### src/rtl/regfile_write_arbiter_pkg.sv
// Shared widths and defaults for the regfile write-port arbiter. Regfile and
// decode import this package too, so hazard logic uses the same widths.
package regfile_write_arbiter_pkg;

  localparam int REG_ADDR_W       = 5;
  localparam int DEFAULT_XLEN     = 32;
  localparam int DEFAULT_MAX_WAIT = 4;

  // Holding buffer occupancy; the encoding is simply hold_valid.
  typedef enum logic {
    HOLD_EMPTY = 1'b0,
    HOLD_FULL  = 1'b1
  } hold_state_e;

  function automatic hold_state_e hold_state(input logic valid);
    return valid ? HOLD_FULL : HOLD_EMPTY;
  endfunction

endpackage

### src/rtl/regfile_write_arbiter_if.sv
// Bundle of writeback, long-latency handshake, regfile write port and
// holding-buffer status signals seen by the write-port arbiter.
interface regfile_write_arbiter_if
  import regfile_write_arbiter_pkg::*;
#(
  parameter int XLEN = DEFAULT_XLEN
) ();

  logic [REG_ADDR_W-1:0] wb_address;
  logic [XLEN-1:0]       wb_data;
  logic                  wb_stall;

  logic                  lu_valid;
  logic [REG_ADDR_W-1:0] lu_address;
  logic [XLEN-1:0]       lu_data;
  logic                  lu_ready;

  logic [REG_ADDR_W-1:0] rd_address;
  logic [XLEN-1:0]       rd_data;

  logic                  hold_valid;
  logic [REG_ADDR_W-1:0] hold_address;

  // Environment side: pipeline, long-latency unit, regfile, decode.
  modport master (
    output wb_address, wb_data, lu_valid, lu_address, lu_data,
    input  wb_stall, lu_ready, rd_address, rd_data, hold_valid, hold_address
  );

  // Arbiter side.
  modport slave (
    input  wb_address, wb_data, lu_valid, lu_address, lu_data,
    output wb_stall, lu_ready, rd_address, rd_data, hold_valid, hold_address
  );

endinterface

### src/rtl/regfile_hold_buffer.sv
// One-entry holding register for a long-latency result waiting for a free
// regfile write slot. Load wins over clear; address reads 0 when empty.
module regfile_hold_buffer
  import regfile_write_arbiter_pkg::*;
#(
  parameter int XLEN = DEFAULT_XLEN
) (
  input  logic                  clk,
  input  logic                  reset,
  input  logic                  load,
  input  logic                  clear,
  input  logic [REG_ADDR_W-1:0] load_address,
  input  logic [XLEN-1:0]       load_data,
  output logic                  valid,
  output logic [REG_ADDR_W-1:0] address,
  output logic [XLEN-1:0]       data
);

  // Entry register: reset and clear empty it, load captures a new result.
  always_ff @(posedge clk) begin
    if (reset) begin
      valid   <= 1'b0;
      address <= '0;
      data    <= '0;
    end else if (load) begin
      valid   <= 1'b1;
      address <= load_address;
      data    <= load_data;
    end else if (clear) begin
      valid   <= 1'b0;
      address <= '0;
    end
  end

endmodule

### src/rtl/regfile_write_arbiter.sv
// Shares the single regfile write port between pipeline writeback (primary)
// and a long-latency unit (secondary). Long-latency results are parked in a
// one-entry buffer and written in an idle writeback slot; a starvation
// counter forces a drain by stalling writeback for one cycle.
module regfile_write_arbiter
  import regfile_write_arbiter_pkg::*;
#(
  parameter int XLEN     = DEFAULT_XLEN,
  parameter int MAX_WAIT = DEFAULT_MAX_WAIT
) (
  input  logic                   clk,
  input  logic                   reset,
  regfile_write_arbiter_if.slave bus
);

  localparam int                CNT_W   = $clog2(MAX_WAIT + 1);
  localparam logic [CNT_W-1:0]  CNT_MAX = CNT_W'(MAX_WAIT);

  logic                  hold_valid;
  logic [REG_ADDR_W-1:0] hold_address;
  logic [XLEN-1:0]       hold_data;
  logic                  hold_load;
  logic                  hold_clear;

  logic [CNT_W-1:0]      cnt;
  logic [CNT_W-1:0]      cnt_next;

  regfile_hold_buffer #(
    .XLEN (XLEN)
  ) u_hold (
    .clk          (clk),
    .reset        (reset),
    .load         (hold_load),
    .clear        (hold_clear),
    .load_address (bus.lu_address),
    .load_data    (bus.lu_data),
    .valid        (hold_valid),
    .address      (hold_address),
    .data         (hold_data)
  );

  assign bus.hold_valid   = hold_valid;
  assign bus.hold_address = hold_address;
  // State-only: never depends on lu_* or wb_* combinationally.
  assign bus.lu_ready     = ~hold_valid & ~reset;

  // Port selection, buffer load/clear and starvation counter update.
  always_comb begin
    bus.rd_address = '0;
    bus.rd_data    = '0;
    bus.wb_stall   = 1'b0;
    hold_load      = 1'b0;
    hold_clear     = 1'b0;
    cnt_next       = cnt;
    if (!reset) begin
      unique case (hold_state(hold_valid))
        HOLD_EMPTY: begin
          bus.rd_address = bus.wb_address;
          bus.rd_data    = bus.wb_data;
          // A result addressed to x0 is accepted but never stored.
          if (bus.lu_valid && (bus.lu_address != '0)) begin
            hold_load = 1'b1;
            cnt_next  = '0;
          end
        end
        HOLD_FULL: begin
          if (bus.wb_address == '0) begin
            // Writeback idle: drain the held result.
            bus.rd_address = hold_address;
            bus.rd_data    = hold_data;
            hold_clear     = 1'b1;
            cnt_next       = '0;
          end else if (bus.wb_address == hold_address) begin
            // Writeback is younger to the same register: drop the entry.
            bus.rd_address = bus.wb_address;
            bus.rd_data    = bus.wb_data;
            hold_clear     = 1'b1;
            cnt_next       = '0;
          end else if (cnt < CNT_MAX) begin
            bus.rd_address = bus.wb_address;
            bus.rd_data    = bus.wb_data;
            cnt_next       = cnt + CNT_W'(1);
          end else begin
            // Starved too long: write the entry, writeback retries next cycle.
            bus.rd_address = hold_address;
            bus.rd_data    = hold_data;
            bus.wb_stall   = 1'b1;
            hold_clear     = 1'b1;
            cnt_next       = '0;
          end
        end
        default: ;
      endcase
    end
  end

  // Starvation counter register.
  always_ff @(posedge clk) begin
    if (reset) begin
      cnt <= '0;
    end else begin
      cnt <= cnt_next;
    end
  end

endmodule

### src/flat_wrapper.sv
// flat-port wrapper written by rule: the top's interface ports become plain ports
module regfile_write_arbiter_flat import regfile_write_arbiter_pkg::*;
#(
  parameter int XLEN     = DEFAULT_XLEN,
  parameter int MAX_WAIT = DEFAULT_MAX_WAIT
)
  (clk, reset, bus_wb_address, bus_wb_data, bus_lu_valid, bus_lu_address, bus_lu_data, bus_wb_stall, bus_lu_ready, bus_rd_address, bus_rd_data, bus_hold_valid, bus_hold_address);
  regfile_write_arbiter_if #(.XLEN(XLEN)) bus_i ();
  input  logic clk;
  input  logic reset;
  input wire logic [$bits(bus_i.wb_address)-1:0] bus_wb_address;
  input wire logic [$bits(bus_i.wb_data)-1:0] bus_wb_data;
  input wire logic [$bits(bus_i.lu_valid)-1:0] bus_lu_valid;
  input wire logic [$bits(bus_i.lu_address)-1:0] bus_lu_address;
  input wire logic [$bits(bus_i.lu_data)-1:0] bus_lu_data;
  output wire logic [$bits(bus_i.wb_stall)-1:0] bus_wb_stall;
  output wire logic [$bits(bus_i.lu_ready)-1:0] bus_lu_ready;
  output wire logic [$bits(bus_i.rd_address)-1:0] bus_rd_address;
  output wire logic [$bits(bus_i.rd_data)-1:0] bus_rd_data;
  output wire logic [$bits(bus_i.hold_valid)-1:0] bus_hold_valid;
  output wire logic [$bits(bus_i.hold_address)-1:0] bus_hold_address;
  assign bus_i.wb_address = bus_wb_address;
  assign bus_i.wb_data = bus_wb_data;
  assign bus_i.lu_valid = bus_lu_valid;
  assign bus_i.lu_address = bus_lu_address;
  assign bus_i.lu_data = bus_lu_data;
  assign bus_wb_stall = bus_i.wb_stall;
  assign bus_lu_ready = bus_i.lu_ready;
  assign bus_rd_address = bus_i.rd_address;
  assign bus_rd_data = bus_i.rd_data;
  assign bus_hold_valid = bus_i.hold_valid;
  assign bus_hold_address = bus_i.hold_address;
  regfile_write_arbiter #(.XLEN(XLEN), .MAX_WAIT(MAX_WAIT)) u_core (.clk(clk), .reset(reset), .bus(bus_i));
endmodule
### config.mk
export PLATFORM = sky130hd
export DESIGN_NAME = regfile_write_arbiter_flat
export DESIGN_NICKNAME = d
export VERILOG_FILES = /design/src/rtl/regfile_write_arbiter_pkg.sv /design/src/rtl/regfile_write_arbiter_if.sv /design/src/rtl/regfile_hold_buffer.sv /design/src/rtl/regfile_write_arbiter.sv /design/src/flat_wrapper.sv
export SDC_FILE = /design/constraint.sdc
export NUM_CORES = 1
export LEC_CHECK = 0
export CAP_MARGIN = 20
export CORE_UTILIZATION = 42
export CTS_CLUSTER_DIAMETER = 150
export DETAILED_ROUTE_END_ITERATION = 10
export PLACE_DENSITY_LB_ADDON = 0.1
export SETUP_SLACK_MARGIN = 0.4
export SLEW_MARGIN = 30
export SYNTH_ARGS = -nofsm -noshare
export SYNTH_HDL_FRONTEND = slang
export SYNTH_SLANG_ARGS = --single-unit
### constraint.sdc
create_clock -name clk -period 1.8 [get_ports clk]
set_input_delay 0.18 -clock clk [delete_from_list [all_inputs] [get_ports clk]]
set_output_delay 0.18 -clock clk [all_outputs]
set_load 0.01 [all_outputs]
==> results of run 1 <==
[repair_timing]
item	4_1_cts	5_1_grt
gates resized for setup	203	27
gates cloned	4	2
endpoints found under the setup margin	86	68
pin swaps	11	10
setup buffers	7	2
hold buffers	0	0
[metal layers]
layer,up-vias,part of all wire,global-route usage
met2,72,0.51,0.395
li1,1260,-,-
met5,-,0,0
met4,0,0.015,0.0719
met3,11,0.056,0.0444
met1,1134,0.42,0.252
[registers in the layout, indices dropped and copies added (netlist names)]
name / flops
u_core.cnt: 3
u_core.u_hold.address: 5
u_core.u_hold.data: 32
u_core.u_hold.valid: 1
[per-stage QoR]
step	total power, uW	hold WS, ns
floorplan	1310	0.312
global placement	1640	0.475
detailed placement	1650	0.481
CTS	2220	0.311
global route	2350	0.312
finish	2230	0.298
[synth_stat cells]
cell type	n	area, um2
nor3_1	1	5.00
o21ai_4	1	16.3
buf_12	6	120
nor2_1	3	11.3
a21o_1	1	7.51
inv_1	33	124
o2111ai_1	3	26.3
buf_6	2	22.5
or4_4	2	22.5
mux2i_1	68	681
nand2_1	2	7.51
o21bai_1	6	45.0
o21ai_0	1	5.00
and3_1	5	31.3
nand3_1	3	15.0
a21oi_1	15	75.1
clkbuf_1	9	33.8
nand2b_1	65	407
xnor2_1	5	43.8
ha_1	1	12.5
or3_1	1	6.26
o311a_1	1	10.0
inv_2	1	3.75
or2b_1	8	60.1
o21bai_2	1	11.3
dfxtp_1	41	821
o211ai_1	2	15.0
nor4_1	1	6.26
nand2_2	1	6.26
nand3_2	1	10.0
[power by group]
part | internal (uW) | switching [uW]
sequential | 968 | 20.8
combinational | 391 | 267
clock | 269 | 317
[critical path: stages, from the launching register on]
cell,delay [ns]
dfxtp_2,0.34
xnor2_2,0.14
nand2_2,0.08
o311a_4,0.37
buf_6,0.13
buf_16,0.14
buf_6,0.11
mux2i_2,0.14
buf_2,0.15
[cell type report]
cell class,count,area share
Multi-Input combinational cell,198,0.398
Timing Repair Buffer,160,0.345
Sequential cell,41,0.188
Inverter,34,0.0290
Tap cell,75,0.0213
Clock buffer,6,0.0165
Clock inverter,2,0.00227
[kinds of logic after synthesis]
kind of cell,Yosys count,synth area share
simple gates,93,0.221
xor+xnor,5,0.0165
buf+inv,51,0.114
flops,41,0.308
mux,68,0.256
compound gates,31,0.0795
fa+ha+maj,1,0.00470
[worst paths after layout]
check	from	endpoint	slack (ns)	depth (start not counted)
worst min register to register	u_core.u_hold.data[4]	u_core.u_hold.data[4]	0.50	2
worst max register to register	u_core.u_hold.valid	u_core.u_hold.data[31]	0.41	5
worst max-delay path	u_core.u_hold.address[1]	bus_rd_data[12]	-0.30	8
worst min-delay path	bus_lu_address[3]	u_core.u_hold.address[3]	0.30	4
==> run summary, run 1 <==
TritonCTS buffer count = 5
Syn Area/Cell = 9.18 um2
Final Hold Viols = 0
Layout Cells excl Fill = 516
Cells after DPL = 493
max_slew headroom = 0.861
CTS H-tree lvls = 2
sequential fraction of the synthesis area = 0.308
Iteration-0 DRC Markers = 50
Antenna diodes = 0
critical path startpoint category = flop
worst slew pin tran = 0.207 ns
Chip Height = 81.6 um
Setup violations, final = 36
maximum root-to-sink buffer count = 2
initial antenna violation count = 0
largest net degree at the start of global routing = 45
RSZ-0062 raised after global routing = yes
Setup crit end kind = output port
Clock Latency Late Sink = 0.29 ns
clock-pin slew on the worst setup and hold paths = 0.08 ns
I/O Buffers = 121
Area Overhead vs Synth = 65.4%
Root Buffer = clkbuf_8
Req. time, crit path = 1.62 ns
failing checks = negative setup slack
Die W = 81.6 um
Core Util, Final = 0.730
cells after synthesis = 290
starting density of the core = 0.442
Nets = 518
critical path peak fanout = 8
max_cap viols = 0
P per Cell Area = 507 nW/um2
WL final = 7.38 mm
share of cells above drive strength 1 = 0.342
f_max = 0.477 GHz
Final Wtd Congestion = 0.785
Vias = 2477
core area = 6030 um2
Ys Warns = 0
Post-Place Cell Area = 4160 um2
Yosys reg bits = 41
Final period util = 1.16
Vias/cell = 4.80
most frequent cells in the layout = 65 x nand2b_1, 64 x clkdlybuf4s50_1, 42 x buf_2
Crit Path Class = flop to output port
full die area = 6660 um2
FF/Latch Area = 828 um2
Setup WS post-layout = -0.296 ns
status = finished, violations left
fillers = 486
CTS sink count = 41
first-pass GRT wire length = 10.9 mm
Final Max Slew Viols = 0
Worst Path Arrival = 1.92 ns
# DRC = 0
Max rail drop VDD = 0.389 mV
vias in the first global route = 2344
Worst Skew = 0.0113 ns
first-pass iteration count of the detailed router = 4
Multi-input gate area = 1750 um2
Synth cell types = 30
total grt overflow = 0
HPWL Detailed = 4.89 mm
io pins = 122
fin area = 4400 um2
CTS tree = done
Post-DRT Antenna Nets = 0
Tightest Hold Check Type = input port to flop
Final min period = 2.10 ns
commonest non-fill, non-tap cell in the layout = nand2b_1
Synth Net Count = 368
leakage = 0.00212 uW
GRT Util Overall = 0.217
Setup WS pre-CTS = -0.987 ns
synthesized area = 2660 um2
row count = 28
wire per inst = 14.3 um
post-route setup TNS = -7.94 ns
Note: power is estimated with default switching activity, not from simulation.
==> run 2: changes to the inputs <==
--- a/config.mk
+++ b/config.mk
@@ -5,11 +5,11 @@
 export SDC_FILE = /design/constraint.sdc
 export NUM_CORES = 1
 export LEC_CHECK = 0
-export CAP_MARGIN = 20
 export CORE_UTILIZATION = 42
 export CTS_CLUSTER_DIAMETER = 150
 export DETAILED_ROUTE_END_ITERATION = 10
 export PLACE_DENSITY_LB_ADDON = 0.1
+export REMOVE_ABC_BUFFERS = 1
 export SETUP_SLACK_MARGIN = 0.4
 export SLEW_MARGIN = 30
 export SYNTH_ARGS = -nofsm -noshare
==> run 2 against run 1 <==
Non-clock buffer count did not move. First-iteration DRC count fell by 38%. Register-to-register slack got worse by 0.02 ns. Fmax fell by 0.44%. The run still ends with negative setup slack left.
==> run summary, run 2 (same netlist as run 1, synthesis figures left out) <==
Pint = 1680 uW
Nets = 518
Clock Latency Late Sink = 0.29 ns
total grt overflow = 0
Req. time, crit path = 1.62 ns
Root Buffer = clkbuf_8
I/O Buffers = 121
Core Util, Final = 0.707
CTS sink count = 41
Critical R2R Launch = u_core.u_hold.valid
critical path peak fanout = 6
Worst Skew = 0.00146 ns
Final Max Slew Viols = 0
commonest non-fill, non-tap cell in the layout = mux2i_1
Setup WS post-layout = -0.305 ns
io pins = 122
Setup violations, final = 36
maximum root-to-sink buffer count = 2
CTS tree = done
core area = 6030 um2
Vias/cell = 4.83
first-pass iteration count of the detailed router = 4
HPWL Detailed = 4.88 mm
leakage = 0.00206 uW
clock-pin slew on the worst setup and hold paths = 0.08 ns
switch share = 0.256
failing checks = negative setup slack
Vias = 2493
worst hold start = reset
worst hold stages = 3
largest net degree at the start of global routing = 49
Final Wtd Congestion = 0.788
max reg flops = 32
most frequent cells in the layout = 67 x mux2i_1, 65 x nand2b_1, 64 x clkdlybuf4s50_1
TritonCTS buffer count = 5
Max rail drop VDD = 0.324 mV
Area Overhead vs Synth = 60.0%
RR Endpoint = u_core.u_hold.data[6]
max_cap viols = 0
CTS H-tree lvls = 2
status = finished, violations left
share of cells above drive strength 1 = 0.270
GRT Util Overall = 0.215
Tightest Hold Check Type = input port to flop
sequential share of power = 0.438
Setup WS pre-CTS = -1.00 ns
Setup crit end kind = output port
Antenna diodes = 0
combinational power share = 0.271
first-pass GRT wire length = 10.9 mm
worst slew pin tran = 0.352 ns
max_slew headroom = 0.765
biggest regs = u_core.u_hold.data x32, u_core.u_hold.address x5, u_core.cnt x3
Worst Path Arrival = 1.92 ns
CTS Hold Buffers Added = 0
Die W = 81.6 um
hold endpoint = u_core.cnt[2]
Post-Place Cell Area = 4010 um2
critical path startpoint category = flop
starting density of the core = 0.442
Final period util = 1.17
WL final = 7.05 mm
fin area = 4260 um2
full die area = 6660 um2
row count = 28
Reg with most FFs = u_core.u_hold.data
vias in the first global route = 2395
Final Hold Viols = 0
wire per inst = 13.7 um
Post-DRT Antenna Nets = 0
P_sw = 578 uW
Final min period = 2.10 ns
FF-to-FF setup slack = 0.39 ns
Clock power frac = 0.291
Iteration-0 DRC Markers = 31
Chip Height = 81.6 um
initial antenna violation count = 0
# DRC = 0
P per Cell Area = 530 nW/um2
Crit Path Class = flop to output port
RSZ-0062 raised after global routing = yes
hold_ws = 0.298 ns
f_max = 0.475 GHz
worst reg2reg path depth = 5
==> run 2: layout make-up <==
cell class              instances  area [um2]
fillers                       502        1770
flip-flops and latches         41         828
repair buffers                160        1480
clock buffers                   7        96.3
inverters                      34         128
multi-input cells             198        1620
clock inverters                 1        5.00
well taps                      75        93.8
==> run 2: metal layers <==
layer / up-vias / global-route usage / part of all wire
li1: 1261 / - / -
met1: 1140 / 0.257 / 0.44
met2: 84 / 0.378 / 0.47
met3: 8 / 0.0556 / 0.076
met4: 0 / 0.0632 / 0.013
met5: - / 0 / 0
==> run 2: what timing repair did <==
action                     in CTS  in global routing
gates resized for setup       229                  5
pin swaps                      11                  5
buffers inserted                6                  3
gates cloned                    6                  0
setup endpoints to repair      86                 51
==> run 2: power by group through the flow <==
stage | Combinational [uW] | Clock [uW] | Sequential (uW)
2_1_floorplan | 242 | 0 | 1010
3_3_place_gp | 604 | 0 | 1000
3_5_place_dp | 614 | 0 | 1010
4_1_cts | 608 | 681 | 987
5_1_grt | 665 | 717 | 994
6_report | 613 | 656 | 988
==> run 2: worst max-delay path by stage <==
stage | cells past startpoint | end | start | slack, ns
2_1_floorplan | 4 | bus_rd_address[0] | bus_wb_address[1] | -0.92
4_1_cts | 8 | bus_rd_data[24] | u_core.u_hold.address[4] | -0.35
5_1_grt | 8 | bus_rd_data[7] | u_core.u_hold.address[1] | -0.41
3_3_place_gp | 7 | bus_rd_data[29] | bus_wb_address[1] | -0.92
3_5_place_dp | 7 | bus_rd_data[8] | bus_wb_address[1] | -1.00
6_report | 8 | bus_rd_data[7] | u_core.u_hold.address[4] | -0.30
==> run 2: worst max-delay path: stages, from the launching register on <==
cell and delay (ns):
dfxtp_2 0.34, xnor2_2 0.16, nand3_2 0.11, o311a_4 0.35
buf_6 0.13, buf_6 0.12, buf_16 0.14, mux2i_1 0.13
buf_2 0.15
==> run 2: stage by stage <==
stage | TNS, ns | total power (uW) | std cells
after floorplan | -50.82 | 1250 | 273
after global placement | -37.26 | 1610 | 493
after detailed placement | -39.03 | 1620 | 493
after CTS | -9.85 | 2280 | 513
after global routing | -11.74 | 2380 | 516
final | -8.90 | 2260 | 516
